--- config.mk ---
export PLATFORM = sky130hd
export DESIGN_NAME = pattern_ddr3_loader
export DESIGN_NICKNAME = d
export VERILOG_FILES = /design/src/rtl/pattern_ddr3_loader.sv
export SDC_FILE = /design/constraint.sdc
export NUM_CORES = 2
export LEC_CHECK = 0
export CAP_MARGIN = 20
export CORE_AREA = 2 2 357 359
export CTS_CLUSTER_DIAMETER = 150
export CTS_CLUSTER_SIZE = 30
export DETAILED_ROUTE_END_ITERATION = 8
export DIE_AREA = 0 0 359 361
export PLACE_DENSITY_LB_ADDON = 0.05
export SLEW_MARGIN = 10
export SYNTH_ARGS = -nofsm -noshare
export SYNTH_HDL_FRONTEND = slang
export SYNTH_SLANG_ARGS = --single-unit
--- constraint.sdc ---
create_clock -name ddr3_emif_clk -period 7 [get_ports ddr3_emif_clk]
set_clock_uncertainty 0.05 [all_clocks]
set_input_delay 0.7 -clock ddr3_emif_clk [delete_from_list [all_inputs] [get_ports ddr3_emif_clk]]
set_output_delay 0.7 -clock ddr3_emif_clk [all_outputs]
set_load 0.01 [all_outputs]
--- src/rtl/pattern_ddr3_loader.sv ---
// Loads a header+body pattern stream into DDR3 from address 0, then sets the on-chip "loaded" flag.
// Up to 1 word/cycle; s_ready follows EMIF acceptance of the held write.
module pattern_ddr3_loader #(
  parameter logic [10:0]  FLAG_ADDR  = 11'd2,
  parameter logic [255:0] FLAG_VALUE = 256'h77,
  parameter logic [21:0]  MAX_WORDS  = 22'h3FFFFF
) (
  input  logic         ddr3_emif_clk,
  input  logic         ddr3_emif_rst_n,
  input  logic         start,
  input  logic         s_valid,
  input  logic [255:0] s_data,
  output logic         s_ready,
  input  logic         ddr3_emif_ready,
  output logic         ddr3_emif_write,
  output logic         ddr3_emif_read,
  output logic [21:0]  ddr3_emif_addr,
  output logic [255:0] ddr3_emif_write_data,
  output logic [31:0]  ddr3_emif_byte_enable,
  output logic [4:0]   ddr3_emif_burst_count,
  output logic         onchip_mem_clken,
  output logic         onchip_mem_chip_select,
  output logic         onchip_mem_write,
  output logic         onchip_mem_read,
  output logic [10:0]  onchip_mem_addr,
  output logic [31:0]  onchip_mem_byte_enable,
  output logic [255:0] onchip_mem_write_data,
  output logic         busy,
  output logic         done,
  output logic         err,
  output logic [21:0]  words_written
);

  typedef enum logic [2:0] {IDLE, CLR_FLAG, HDR, CALC, BODY, FLAG} state_t;

  state_t        state, state_nxt;
  logic          wr_q;
  logic [21:0]   addr_q;
  logic [255:0]  data_q;
  logic          err_q;
  logic [21:0]   ww_q;
  logic [21:0]   total_q;
  logic [21:0]   in_cnt_q;

  logic [23:0]   wpp;
  logic [39:0]   total_calc;
  logic          calc_err;
  logic          emif_acc;
  logic          stream_acc;
  logic          last_acc;
  logic          mem_strobe;
  logic [255:0]  mem_data;

  // During CALC the header is still held in the write-data register, so size it from there.
  assign wpp        = data_q[191:168] + {23'd0, |data_q[167:160]};
  assign total_calc = {16'd0, wpp} * {24'd0, data_q[143:128]};
  assign calc_err   = (total_calc == 40'd0) || (total_calc > {18'd0, MAX_WORDS});

  assign emif_acc   = wr_q & ddr3_emif_ready;
  assign stream_acc = s_valid & s_ready;
  assign last_acc   = (state == BODY) && emif_acc && ((ww_q + 22'd1) == total_q);

  always_comb begin
    state_nxt  = state;
    s_ready    = 1'b0;
    mem_strobe = 1'b0;
    mem_data   = 256'h0;
    done       = 1'b0;
    case (state)
      IDLE:     if (start) state_nxt = CLR_FLAG;
      CLR_FLAG: begin
        mem_strobe = 1'b1;
        state_nxt  = HDR;
      end
      HDR: begin
        s_ready = !wr_q || ddr3_emif_ready;
        if (stream_acc) state_nxt = CALC;
      end
      CALC: begin
        // Hold here until the header write is accepted so the EMIF is never left mid-command.
        if (!(wr_q && !ddr3_emif_ready)) state_nxt = calc_err ? IDLE : BODY;
      end
      BODY: begin
        s_ready = (in_cnt_q != total_q) && (!wr_q || ddr3_emif_ready);
        if (last_acc) state_nxt = FLAG;
      end
      FLAG: begin
        mem_strobe = 1'b1;
        mem_data   = FLAG_VALUE;
        done       = 1'b1;
        state_nxt  = IDLE;
      end
      default:  state_nxt = IDLE;
    endcase
  end

  always_ff @(posedge ddr3_emif_clk or negedge ddr3_emif_rst_n) begin
    if (!ddr3_emif_rst_n) begin
      state    <= IDLE;
      wr_q     <= 1'b0;
      addr_q   <= 22'd0;
      data_q   <= 256'h0;
      err_q    <= 1'b0;
      ww_q     <= 22'd0;
      total_q  <= 22'd0;
      in_cnt_q <= 22'd0;
    end else begin
      state <= state_nxt;
      if (state == IDLE && start) begin
        err_q <= 1'b0;
        ww_q  <= 22'd0;
      end
      if (stream_acc) begin
        wr_q   <= 1'b1;
        data_q <= s_data;
        addr_q <= (state == HDR) ? 22'd0 : addr_q + 22'd1;
      end else if (emif_acc) begin
        wr_q <= 1'b0;
      end
      if (state == BODY && emif_acc) ww_q <= ww_q + 22'd1;
      if (state == BODY && stream_acc) in_cnt_q <= in_cnt_q + 22'd1;
      if (state == CALC) begin
        total_q  <= total_calc[21:0];
        in_cnt_q <= 22'd0;
        if (state_nxt == IDLE) err_q <= 1'b1;
      end
    end
  end

  assign ddr3_emif_write        = wr_q;
  assign ddr3_emif_read         = 1'b0;
  assign ddr3_emif_addr         = addr_q;
  assign ddr3_emif_write_data   = data_q;
  assign ddr3_emif_byte_enable  = {32{wr_q}};
  assign ddr3_emif_burst_count  = 5'd1;
  assign onchip_mem_clken       = mem_strobe;
  assign onchip_mem_chip_select = mem_strobe;
  assign onchip_mem_write       = mem_strobe;
  assign onchip_mem_read        = 1'b0;
  assign onchip_mem_addr        = mem_strobe ? FLAG_ADDR : 11'd0;
  assign onchip_mem_byte_enable = {32{mem_strobe}};
  assign onchip_mem_write_data  = mem_data;
  assign busy                   = (state != IDLE);
  assign err                    = err_q;
  assign words_written          = ww_q;

endmodule

* After elaboration in Yosys (flattened, before gate mapping)
Cells that the tools add are included.
** Word-level totals
- Register bits :: 349
- Logic and storage cells :: 63
- Output and inout bits :: 646
- Bits of input ports :: 261
** Cells by class
- Reductions and logical operators :: 19
- $mul :: 1
- Magnitude comparators :: 1
- Bitwise logic cells :: 2
- $add $sub $neg :: 4
- Equality and inequality tests :: 7
- Multiplexer cells :: 21
** Operators with widths (count)
- $mux 22 :: 5
- $add 22x1->22 const B :: 3
- $gt 40x22->1 const B :: 1
- $logic_not 40->1 :: 1
- $mul 24x16->40 :: 1
- $add 24x1->24 :: 1
- $eq 22x22->1 :: 1
- $ne 22x22->1 :: 1
- $mux 3 :: 5
- $pmux 3 s5 :: 1
- $reduce_or 8->1 :: 1
- $mux 1 :: 7
- $mux 7 :: 1
- $eq 3x2->1 const B :: 2
- $eq 3x3->1 const B :: 2
- $logic_and 1x1->1 :: 6
- $logic_not 3->1 :: 2
- $reduce_bool 2->1 :: 3
- $eq 3x1->1 const B :: 1
- $reduce_bool 3->1 :: 1
- $and 1x1->1 :: 2
- $logic_not 1->1 :: 2
- $logic_or 1x1->1 :: 2
- $mux 2 :: 1
- 2 further kinds :: 2

* Longest topological paths before layout
- Depth in word-level cells :: 11
- Depth in mapped cells :: 32
- Gate-level depth less buffers :: 30

* Least setup slack after synthesis
OpenSTA, ideal clock, no wires.
- Path kind :: register to register
- Start point :: register data_q[170] (netlist: ddr3_emif_write_data[170])
- End point :: register state[2]
- Setup time :: 0.074 ns
- Clock period less this slack :: 7.834 ns
- Slack :: -0.834 ns
- Data required time :: 6.876 ns
- Data arrival time :: 7.710 ns
- Stages on the path, launching flop included :: 31
- Buffers on the path :: 1
- Cell sequence :: dfrtp_1 -> and4_1 -> nand4_1 -> nor2_1 -> and2_2 -> nand3_2 -> or2_2 -> nor2_1 -> xnor2_1 -> clkbuf_1 -> nor2b_1 -> fa_1 -> inv_1 -> fa_1 -> inv_1 -> fa_1 -> inv_1 -> fa_1 -> fa_1 -> fa_1 -> inv_1 -> ha_1 -> nand2_2 -> nor2_1 -> nand3_1 -> a2111o_1 -> and2_4 -> o311ai_2 -> o2111ai_1 -> a2111o_1 -> o21ai_2
** On the way
- Cells in the longest elaborated chain, start to end :: 7
- Elaborated cells on any way between the ends :: 8
- Those cells by class :: add/sub: 1; mul: 1; order compare: 1; mux: 3; reduce/logical: 2
** Ends and longest elaborated chain
- start: declaration :: RTL line 39 : logic [255:0] data_q;
- start signal: assignment :: RTL line 115 : data_q <= s_data;
- $add 24x1->24 * :: RTL line 55 : assign wpp = data_q[191:168] + {23'd0, |data_q[167:160]};
- $mul 24x16->40 * :: RTL line 56 : assign total_calc = {16'd0, wpp} * {24'd0, data_q[143:128]};
- $gt 40x22->1 / $logic_not 40->1 (equally long branches) :: RTL line 57 : assign calc_err = (total_calc == 40'd0) || (total_calc > {18'd0, MAX_WORDS});
- $logic_or 1x1->1 * :: RTL line 57
- $mux 3 * (2 in a row) :: RTL line 81 : if (!(wr_q && !ddr3_emif_ready)) state_nxt = calc_err ? IDLE : BODY;
- $pmux 3 s5 * :: RTL line 69 : case (state)
- named net state_nxt[2] :: RTL line 36 : state_t state, state_nxt;
- end signal: assignment :: RTL line 108 : state <= state_nxt;
- end: declaration :: RTL line 36
Mark *: on every way through the listed nets, which the timed path passes. The rest lies on a longest branch.
A chain may end at the register's enable or synchronous reset.

* Worst setup path in the final report
- Start point :: register data_q[166] (netlist: ddr3_emif_write_data[166])
- End point :: register state[2]
** On the way
- Cells in the longest elaborated chain, start to end :: 8
- Elaborated cells on any way between the ends :: 9
- Those cells by class :: add/sub: 1; mul: 1; order compare: 1; mux: 3; reduce/logical: 3
** Ends and longest elaborated chain (RTL line)
- $reduce_or 8->1 * :: 55
- $add 24x1->24 * :: 55
- $mul 24x16->40 * :: 56
- $gt 40x22->1 / $logic_not 40->1 (equally long branches) :: 57
- $logic_or 1x1->1 * :: 57
- $mux 3 * (2 in a row) :: 81
- $pmux 3 s5 * :: 69
- named net state_nxt[2] :: 36
Marks and branches as above.

==> flow_summary.yaml <==
floorplanning:
  die_w_um: 359
  core.rowCount: 130
  start_util: 0.243
  die_y_um: 361
  die-area_um2: 130000
  core_um2: 125000
  io_pins: 907
timing:
  rsz0062_at_grt: "true"
  final-setup-viol-count: 4
  worst_slew_pin_slew_ns: 0.945
  period_share: 1.08
  max_freq_ghz: 0.132
  slew_headroom: 0.370
  finalWorstPathRequiredPeriod_ns: 7.58
  slew_viol_final: 0
  whs_ns: -0.00221
  fin_ws_ns: -0.578
  hold_viol_final: 1
yosys:
  synthArstFlopShare: 1.00
  synth.ff_latch_count: 349
  synth_edf_count: 0
  synth_compound_area_frac: 0.0536
  yosysUniqueCellTypes: 77
  synth-adder-area-share: 0.249
  synth_top_family_by_area: "adder cells"
  yosysWarnings: 0
  synth-simple-area-share: 0.132
  synth_ff_type: "dfrtp_1"
  syn_area_um2: 30500
  avgSynthCellArea_um2: 10.1
  synth_cells: 3014
  muxShareOfSynthArea: 0.0967
  yosysSeqAreaShare: 0.286
  synth-xor-area-share: 0.0388
setup_path:
  path_buf_inv: 5
  critPathLaunchType: "flop"
  arrival_ns: 8.03
  path_depth: 28
  path_delay_family: "adder cells"
  crit_type: "flop to flop"
  worstPathRequired_ns: 7.45
  r2r_cells: 28
  slowest_stage: "fa_1"
  critPathMostFrequentCell: "fa_1"
  worst_setup_path_end_kind: "flop"
  cp_max_fo: 6
  slowest_delay_ns: 0.56
clock_tree:
  cts_made_buffers: 17
  clockRootBuffer: "clkbuf_16"
  clock_path_buffers: 3
  cts_hold_buffers: 0
  clkTransAtPathRegs_ns: 0.13
  clock_latency_ns: 0.59
  numClockSinks: 349
  tritoncts: "done"
  ctsHtreeMaxLevel: 1
cells_and_area:
  fin_nets: 4454
  area.growth.synth_to_final_pct: 34.9
  drive_gt1_frac: 0.204
  fillCellCount: 12841
  layoutNonFillerInstCount: 5428
  layout_commonest_cell: "clkdlybuf4s50_1"
  final_cell_mix: "clkdlybuf4s50_1 (638), dfrtp_1 (346), inv_1 (323)"
grt:
  grt-ovfl-total: 0
  grt_pass1_wl_um: 172000
  gr-usage-all-layers: 0.175
  grt_pass1_vias: 25342
  antenna_found_initial: 25
  grt_max_degree: 135
route:
  routed_via_density: 4.25
  ant_nets: 0
  routed_wl_um: 116000
  drc_errors: 0
  via_count: 23073
  wl_per_cell_um: 21.3
  drtIter0Drc: 856
  drt-pass1-iter-count: 5
place:
  place_congestion: 0.819
  dp_hpwl_um: 96200
  port_buffers: 639
  place_ws_ns: -1.00
  dp_cells: 5376
worst_hold_path:
  hold_class: "input pin to async pin"
status:
  status: "complete, but fails checks"
  violations: "negative hold slack, negative setup slack"
job:
  drv_cap: 0
[per-layer routing]
metal  share of wire  global-route usage
met1            0.41               0.210
met2            0.51               0.322
met3           0.064              0.0462
met4           0.012              0.0171
met5         0.00047                   0
[metrics by stage]
| stage | TNS, ns | area (um2) | util |
|---|---|---|---|
| global route | -3.30 | 41100 | 0.328 |
| global placement | -3.66 | 39400 | 0.314 |
| CTS | -1.68 | 40500 | 0.323 |
| detailed placement | -3.63 | 39400 | 0.314 |
| floorplan | -0.353 | 31900 | - |
| finish | -1.34 | 41100 | 0.328 |
[kinds of logic (layout without fill, tap and decap cells)]
| group | count (synthesis) | in the layout |
|---|---|---|
| AOI/OAI and AO/OA | 253 | 253 |
| adders and majority gates | 424 | 424 |
| buffers and inverters | 799 | 1292 |
| xor gates and xnor gates | 135 | 135 |
| muxes | 262 | 262 |
| DFF | 349 | 349 |
| and+or+nand+nor | 790 | 790 |
| other | 2 | 273 |
[synthesized netlist by cell type (9+ instances only)]
| cell | count | area, um2 |
|---|---|---|
| a21o_1 | 13 | 97.6 |
| a21oi_1 | 58 | 290 |
| a31oi_1 | 11 | 68.8 |
| and2_1 | 151 | 945 |
| and3_1 | 27 | 169 |
| buf_2 | 38 | 190 |
| buf_4 | 343 | 2570 |
| clkbuf_1 | 81 | 304 |
| dfrtp_1 | 349 | 8730 |
| fa_1 | 306 | 6130 |
| ha_1 | 118 | 1480 |
| inv_1 | 333 | 1250 |
| mux2_2 | 261 | 2940 |
| nand2_1 | 257 | 965 |
| nand2b_1 | 15 | 93.8 |
| nand3_1 | 51 | 255 |
| nand4_1 | 27 | 169 |
| nor2_1 | 95 | 357 |
| nor2b_1 | 94 | 588 |
| nor3_1 | 25 | 125 |
| nor4_1 | 12 | 75.1 |
| o21ai_0 | 78 | 390 |
| o31ai_1 | 11 | 82.6 |
| or3_1 | 9 | 56.3 |
| xnor2_1 | 68 | 596 |
| xor2_1 | 67 | 587 |
[layout make-up]
class	instances	area, um2	share of cell area
antenna	6	15.0	0.000365
clock buffer	18	429	0.0104
clock inverter	4	98.8	0.00240
inverter	333	1250	0.0304
multi-input combinational	2131	19600	0.477
sequential	349	8740	0.213
tap	1650	2060	0.0502
timing repair buffer	937	8910	0.217
[registers in the layout, indices dropped and copies added, names as in the netlist]
name                  count
words_written            22
state                     3
ddr3_emif_write_data    256
ddr3_emif_addr           22
in_cnt_q                 22
total_q                  22
ddr3_emif_write           1
err                       1
[timing repair]
item                                    in CTS  in global routing
pin swaps                                   65                 81
cloned                                       1                  2
gates resized for setup                     95                111
endpoints found under the setup margin      10                 12
setup buffers                                9                 14
[worst paths after layout]
path | start | end | slack [ns]
max in group asynchronous | ddr3_emif_rst_n | total_q[19] | 5.51
min in group ddr3_emif_clk | ddr3_emif_write_data[159] | ddr3_emif_write_data[159] | 0.47
min reg2reg | ddr3_emif_write_data[159] | ddr3_emif_write_data[159] | 0.47
max reg2reg | ddr3_emif_write_data[166] | state[2] | -0.58
max | ddr3_emif_write_data[166] | state[2] | -0.58
min | ddr3_emif_rst_n | ddr3_emif_write_data[149] | -0.002
Power is not shown: default switching activity piles up to over one toggle a cycle in this logic, so the estimate is an artifact.
